`src/rtl/fifo_pkt_reader.sv`:
```
// Parses length-prefixed packets from a show-ahead FIFO and forwards the payload on a valid/ready stream.
// Define FIFO_PKT_CNT_EN to add the 16-bit completed-packet counter output pkt_cnt.
module fifo_pkt_reader #(
  parameter int DSIZE = 8
) (
  input  logic             rclk,
  input  logic             rrst_n,
  input  logic             rempty,
  input  logic [DSIZE-1:0] rdata,
  output logic             rinc,
  output logic [DSIZE-1:0] m_data,
  output logic             m_valid,
  output logic             m_last,
  input  logic             m_ready
`ifdef FIFO_PKT_CNT_EN
  ,
  output logic [15:0]      pkt_cnt
`endif
);

  typedef enum logic {
    ST_HDR = 1'b0,
    ST_PAY = 1'b1
  } state_t;

  state_t           r_state;
  logic [DSIZE-1:0] r_cnt;
  logic [DSIZE-1:0] r_m_data;
  logic             r_m_valid;
  logic             r_m_last;

  logic w_hdr_pop;
  logic w_pay_pop;
  logic w_hshk;
  logic w_cnt_one;

  // Pops are gated by rrst_n so the FIFO is never drained while reset is held.
  assign w_hdr_pop = rrst_n && (r_state == ST_HDR) && !rempty;
  assign w_pay_pop = rrst_n && (r_state == ST_PAY) && !rempty && (!r_m_valid || m_ready);
  assign w_hshk    = r_m_valid && m_ready;
  assign w_cnt_one = (r_cnt == DSIZE'(1));
  assign rinc      = w_hdr_pop | w_pay_pop;

  assign m_data  = r_m_data;
  assign m_valid = r_m_valid;
  assign m_last  = r_m_last;

  always_ff @(posedge rclk or negedge rrst_n) begin
    if (!rrst_n) begin
      r_state   <= ST_HDR;
      r_cnt     <= '0;
      r_m_data  <= '0;
      r_m_valid <= 1'b0;
      r_m_last  <= 1'b0;
    end else begin
      case (r_state)
        ST_HDR: begin
          if (w_hdr_pop) begin
            r_cnt <= rdata;
            if (rdata != '0) begin
              r_state <= ST_PAY;
            end
          end
        end
        ST_PAY: begin
          if (w_pay_pop) begin
            r_cnt <= r_cnt - DSIZE'(1);
            if (w_cnt_one) begin
              r_state <= ST_HDR;
            end
          end
        end
        default: r_state <= ST_HDR;
      endcase

      // The output register is independent of state: a header may be popped while the last word waits.
      if (w_pay_pop) begin
        r_m_data  <= rdata;
        r_m_valid <= 1'b1;
        r_m_last  <= w_cnt_one;
      end else if (w_hshk) begin
        r_m_valid <= 1'b0;
        r_m_last  <= 1'b0;
      end
    end
  end

`ifdef FIFO_PKT_CNT_EN
  logic [15:0] r_pkt_cnt;
  logic        w_done_last;
  logic        w_done_zero;

  assign w_done_last = w_hshk && r_m_last;
  assign w_done_zero = w_hdr_pop && (rdata == '0);
  assign pkt_cnt     = r_pkt_cnt;

  // Both events can coincide (last word accepted while an empty packet's header is popped).
  always_ff @(posedge rclk or negedge rrst_n) begin
    if (!rrst_n) begin
      r_pkt_cnt <= '0;
    end else begin
      r_pkt_cnt <= r_pkt_cnt + {15'd0, w_done_last} + {15'd0, w_done_zero};
    end
  end
`endif

endmodule

```
`config.mk`:
```
export PLATFORM = sky130hd
export DESIGN_NAME = fifo_pkt_reader
export DESIGN_NICKNAME = d
export VERILOG_FILES = /design/src/rtl/fifo_pkt_reader.sv
export SDC_FILE = /design/constraint.sdc
export NUM_CORES = 1
export LEC_CHECK = 0
export BUFFER_PORTS_ARGS = -buffer_cell sky130_fd_sc_hd__buf_4
export CAP_MARGIN = 25
export CORE_MARGIN = 2
export CORE_UTILIZATION = 30
export DETAILED_ROUTE_END_ITERATION = 7
export PLACE_DENSITY = 0.62
export SYNTH_ARGS = -nofsm -noshare
export SYNTH_HDL_FRONTEND = slang
export SYNTH_SLANG_ARGS = --single-unit
export TNS_END_PERCENT = 5
```
`constraint.sdc`:
```
create_clock -name rclk -period 2.5 [get_ports rclk]
set_clock_uncertainty 0.1 [all_clocks]
set_input_delay 0.125 -clock rclk [delete_from_list [all_inputs] [get_ports rclk]]
set_output_delay 0.125 -clock rclk [all_outputs]
set_load 0.02 [all_outputs]
```
==> results.toml, run 1 <==
[clock_network]
cts_buffer_depth = 2
cts_tree = "built"
clock_latency_late_sink_ns = 0.31
cts-root-buf = "clkbuf_4"
clk_pin_slew_worst_paths_ns = 0.12
cts.sinks = 19
clock_tree.htree_level_count = 1
tritoncts.num_buffers = 3
post_cts_resize_count = 0

[sta]
max_slew.worst_pin.slew_ns = 0.499
setup-tns-final_ns = 0
slew_headroom = 0.666
max_fclk_mhz = 466
finalSetupViolations = 0
grt_setup_unrepaired = "no"
slew_viol_final = 0
post-route-min-period_ns = 2.15
post-route-worst-setup-slack_ns = 0.352
final.period_utilization = 0.859
final-hold-violation-count = 0

[place]
numPortBuffers = 22
final_weighted_congestion_in_routability_driven_placement = 0.850
place_worst_setup_slack_ns = 0.607
place_hpwl_um = 1700
dpl_cell_area_um2 = 1180

[synthesis]
ys_top_cells_by_area = "dfrtp_1, mux2_2, a21oi_1"
synthesis.nets = 108
unique_masters_post_synth = 32
edff_count_synth = 0
synth_ff_type = "dfrtp_1"
post_synth_inst_count = 94
syn-mean-instance-area_um2 = 10.3
yosys.area.top_type = "dfrtp_1"
synth_top_cell_area_share = 0.492
ys_async_sr_fraction = 1.00
yosysSeqAreaShare = 0.492
yosysWarningCount = 0
synthesized_cell_area_um2 = 966
synth-seq-cells = 19

[layout]
layout_common_cells = "buf_4, dfrtp_1, nand2_1, a21oi_1, dlygate4sd3_1"
num-nets-final = 143
fraction_of_the_core_area_covered_by_cells_at_the_end_of_the_flow = 0.426
n_antenna_cell = 0
area_growth_syn_to_layout_pct = 34.6
layout.cells.most_common = "buf_4"
finalInstanceArea_um2 = 1300
drive_gt1_frac = 0.305

[power]
power.density_cell_area_nw_per_um2 = 976
power.leakage_nw = 0.579
vdd_drop_max_uv = 226
finalPower_mw = 1.27

[route]
wirelength_um = 2430
drt_drc_violations_left = 0
drt_pass1_iterations = 4
initialDrtViolationCount = 38
avgViaCountPerCell = 4.90
route.detailed.wl_per_inst_um = 14.1
wl_met3_um = 78
route.vias.total = 842
detail-route-antenna-nets = 0
top_layer = "met4"
met2WireLength_um = 1150
wl_met1_um = 1110

[global_routing]
grt_start_max_net_pins = 22
grt_first_pass_wirelength_um = 3840
first_global_vias = 804
initial_antenna_violation_count = 0
track_usage = 0.145
gr-total-overflow = 0

[critical_path]
path_buf_inv = 3
cell_type_of_the_slowest_stage_on_the_worst_timing_path = "dfrtp_1"
path_delay_family = "flip-flops"
critical_path_required_ns = 2.28
crit_path_start_kind = "register"
worstPathCellList = "inv_2 -> o21ai_1 -> inv_1 -> buf_4"
timing.critical_path.fanout_max = 15
timing.critical_path.to_type = "primary output"
critical-path-max-stage-delay_ns = 0.64
crit_type = "reg2out"
critPathArrivalTime_ns = 1.92

[floorplanning]
floorplan.initialDensity = 0.316
fp.dieArea_um2 = 3690
std_cell_rows = 20
chipHeight_um = 60.7
floorplan.die.width_um = 60.7
boundaryPins = 23
placeableCoreArea_um2 = 3050

[run]
drv.max_cap_violation_count = 0

[hold_path]
min-delay-path-class = "in2reg"

[outcome]
run_status = "complete, no violations"
synth_stat cells, drive strengths merged, types with 2 or more instances:
cell / instances
dfrtp: 19
a21oi: 9
nand2: 9
mux2: 8
inv: 5
o21ai: 5
nor2: 4
o22ai: 4
nand2b: 3
nor3: 3
nor4: 3
a31o: 2
ha: 2
nand3: 2
nor2b: 2
repair_timing:
item                                   in CTS  in global routing
endpoints found under the hold margin      28                  0
setup buffers                               0                  0
hold buffers                                9                  0
state kept, by name, indices dropped and copies added (netlist names):
name and flops:
r_cnt 8, m_last 1, r_state 1, m_data 8
m_valid 1
worst reg2reg max path, stage by stage, from the launching register on:
cell and delay, ns:
dfrtp_1 0.64, inv_2 0.17, nor3_4 0.49, nand4b_1 0.21
a21o_1 0.21
per-stage QoR:
stage / hold WS [ns] / std cells
after global routing: 0.0539 / 172
final: 0.0189 / 172
after floorplan: -0.271 / 94
after global placement: -0.0816 / 159
after CTS: 0.0161 / 172
after detailed placement: -0.0750 / 159
power by group:
group	switching (mW)	internal, mW
Clock	0.107	0.0599
Sequential	0.122	0.419
Combinational	0.291	0.270
kinds of logic after synthesis:
group	after synthesis	synth area share
AND/OR/NAND/NOR	29	0.162
buffers and inverters	7	0.0311
AO/OA/AOI/OAI	28	0.185
flip-flops	19	0.492
adder cells (fa/ha/maj)	2	0.0259
multiplexers	9	0.104
per-layer routing:
layer | track usage | vias to the layer above
met3 | 0.0128 | 7
met4 | 0.0932 | 0
met1 | 0.194 | 393
met5 | 0 | -
met2 | 0.224 | 25
li1 | - | 417
worst paths after layout:
path                                       start               endpoint  slack, ns  depth (start not counted)
max in group asynchronous                 rrst_n  m_data[1]$_DFFE_PN0P_       1.97                          2
max                            r_state$_DFF_PN0_                   rinc       0.35                          4
min reg2reg                m_data[5]$_DFFE_PN0P_  m_data[5]$_DFFE_PN0P_       0.42                          1
min                                      m_ready     m_last$_DFFE_PN0P_       0.02                          4
max reg2reg                    r_state$_DFF_PN0_      r_state$_DFF_PN0_       0.59                          4
min in group asynchronous                 rrst_n      r_state$_DFF_PN0_       0.12                          2
final cells by class:
type | count | area [µm²]
fill | 314 | 1750
sequential | 19 | 475
tap | 44 | 55.1
inverter | 5 | 18.8
clock inverter | 1 | 5.00
clock buffer | 3 | 22.5
multi-input combinational | 68 | 460
timing repair buffer | 32 | 263
(Power assumes the default switching activity.)
==> run 2: changes to the inputs <==
Settings changed: ABC_CLOCK_PERIOD_IN_PS from default to 2500, CORE_UTILIZATION 30 to 45, PLACE_DENSITY 0.62 to 0.81.
==> run 2 against run 1 <==
  * Sequential cell count is the same
  * Sequential share of layout area up 0.64 points
  * Critical path depth unchanged
  * Non-clock buffer count unchanged
  * Total power down 0.77%
  * Critical path type unchanged
  * Largest cell class unchanged
  * Largest power group unchanged
==> results.toml, run 2 (same netlist as run 1, synthesis figures left out) <==
[clock_network]
clock_tree.htree_level_count = 1
tritoncts.num_buffers = 3
cts_tree = "built"
clock_latency_late_sink_ns = 0.30
cts.sinks = 19
clk_pin_slew_worst_paths_ns = 0.10
post_cts_resize_count = 0
cts-root-buf = "clkbuf_4"
cts.repair_timing.setup_buffer_count = 0
cts_buffer_depth = 2

[critical_path]
cell_type_of_the_slowest_stage_on_the_worst_timing_path = "dfrtp_1"
critical_path_required_ns = 2.28
timing.critical_path.fanout_max = 15
path_delay_family = "flip-flops"
critPathArrivalTime_ns = 1.83
crit_path_start_kind = "register"
timing.critical_path.to_type = "primary output"
path_buf_inv = 3
worstPathCellList = "inv_2 -> o21ai_1 -> inv_1 -> buf_4"
critical-path-max-stage-delay_ns = 0.66
crit_type = "reg2out"

[global_routing]
grt.met1_usage = 0.247
grt_start_max_net_pins = 22
grt_first_pass_wirelength_um = 3860
groute.layer.met3.usage = 0.0476
busiest_layer = "met2"
met2_usage = 0.329
initial_antenna_violation_count = 0
first_global_vias = 890
track_usage = 0.199
gr-total-overflow = 0

[floorplanning]
std_cell_rows = 16
floorplan.die.width_um = 50.3
floorplan.initialDensity = 0.482
boundaryPins = 23
chipHeight_um = 50.3
fp.dieArea_um2 = 2530
placeableCoreArea_um2 = 2000

[hold_path]
min-delay-path-class = "in2reg"

[route]
wirelength_um = 2320
drt_pass1_iterations = 4
initialDrtViolationCount = 28
avgViaCountPerCell = 5.71
drt_drc_violations_left = 0
route.vias.total = 885
detail-route-antenna-nets = 0
route.detailed.wl_per_inst_um = 14.9

[power]
comb_pwr_share = 0.443
power.switching_uw = 508
int_pwr_uw = 751
power.leakage_nw = 0.576
clockPowerShare = 0.124
seq_power_share = 0.434
power.share.switching = 0.404
vdd_drop_max_uv = 631
power.density_cell_area_nw_per_um2 = 986

[sta]
grt_setup_unrepaired = "no"
holdWs_ns = 0.0245
slew_viol_final = 0
setup-tns-final_ns = 0
finalSetupViolations = 0
final.period_utilization = 0.823
final-hold-violation-count = 0
max_fclk_mhz = 486
post-route-min-period_ns = 2.06
slew_headroom = 0.681
max_slew.worst_pin.slew_ns = 0.476

[place]
final_weighted_congestion_in_routability_driven_placement = 0.837
numPortBuffers = 22
place_hpwl_um = 1660

[layout]
layout.cells.most_common = "buf_4"
num-nets-final = 143
layout_common_cells = "buf_4, dfrtp_1, nand2_1, a21oi_1, dlygate4sd3_1"
drive_gt1_frac = 0.297
n_antenna_cell = 0
fraction_of_the_core_area_covered_by_cells_at_the_end_of_the_flow = 0.638
area_growth_syn_to_layout_pct = 32.3

[outcome]
run_status = "complete, no violations"

[run]
drv.max_cap_violation_count = 0
==> run 2: changes by cell type in the layout (fill, tap and decap cells not counted), sizes merged <==
cell,previous run,this run
clkbuf,3,4
clkinv,1,0
==> run 2: power by group through the flow <==
| stage | clock network (mW) | logic (mW) | registers (mW) |
|---|---|---|---|
| final | 0.156 | 0.558 | 0.546 |
| after global routing | 0.173 | 0.612 | 0.560 |
| after CTS | 0.159 | 0.561 | 0.540 |
| after detailed placement | 0 | 0.547 | 0.546 |
| after global placement | 0 | 0.530 | 0.538 |
| after floorplan | 0 | 0.316 | 0.579 |
==> run 2: final cells by class <==
type | count | area (µm²)
fill | 184 | 724
clock buffer | 4 | 26.3
inverter | 5 | 18.8
sequential | 19 | 475
multi-input combinational | 68 | 460
tap | 27 | 33.8
timing repair buffer | 32 | 263
==> run 2: final timing paths <==
check / from / endpoint / slack [ns] / cells after the start
hold reg to reg: m_data[3]$_DFFE_PN0P_ / m_data[3]$_DFFE_PN0P_ / 0.42 / 1
setup / recovery: r_state$_DFF_PN0_ / rinc / 0.44 / 4
hold / removal: m_ready / m_last$_DFFE_PN0P_ / 0.02 / 4
min in group asynchronous: rrst_n / m_valid$_DFFE_PN0P_ / 0.13 / 2
setup reg to reg: r_state$_DFF_PN0_ / r_state$_DFF_PN0_ / 0.57 / 4
max in group asynchronous: rrst_n / m_data[3]$_DFFE_PN0P_ / 1.97 / 2
==> run 2: per-stage QoR <==
stage | instances | cell area, µm² | total power [mW] | setup WS [ns]
floorplan | 94 | 966 | 0.895 | 0.923
detailed placement | 142 | 1160 | 1.09 | 0.646
global route | 155 | 1280 | 1.34 | 0.380
finish | 155 | 1280 | 1.26 | 0.442
CTS | 155 | 1280 | 1.26 | 0.485
global placement | 142 | 1160 | 1.07 | 0.688
==> run 2: worst min-delay path, cell delays in order <==
cell     delay, ns
buf_4         0.09
nand2_1       0.05
nand2_1       0.06
o21ai_0       0.07
==> run 2: routing by layer <==
metal,vias up,share of wire
li1,417,-
met1,430,0.44
met2,32,0.48
met3,6,0.057
met4,0,0.026
met5,-,0
==> run 2: repair_timing <==
item                                    CTS  global route
hold endpoints to repair                 28             0
hold buffers                              9             0
endpoints found under the setup margin    0             0
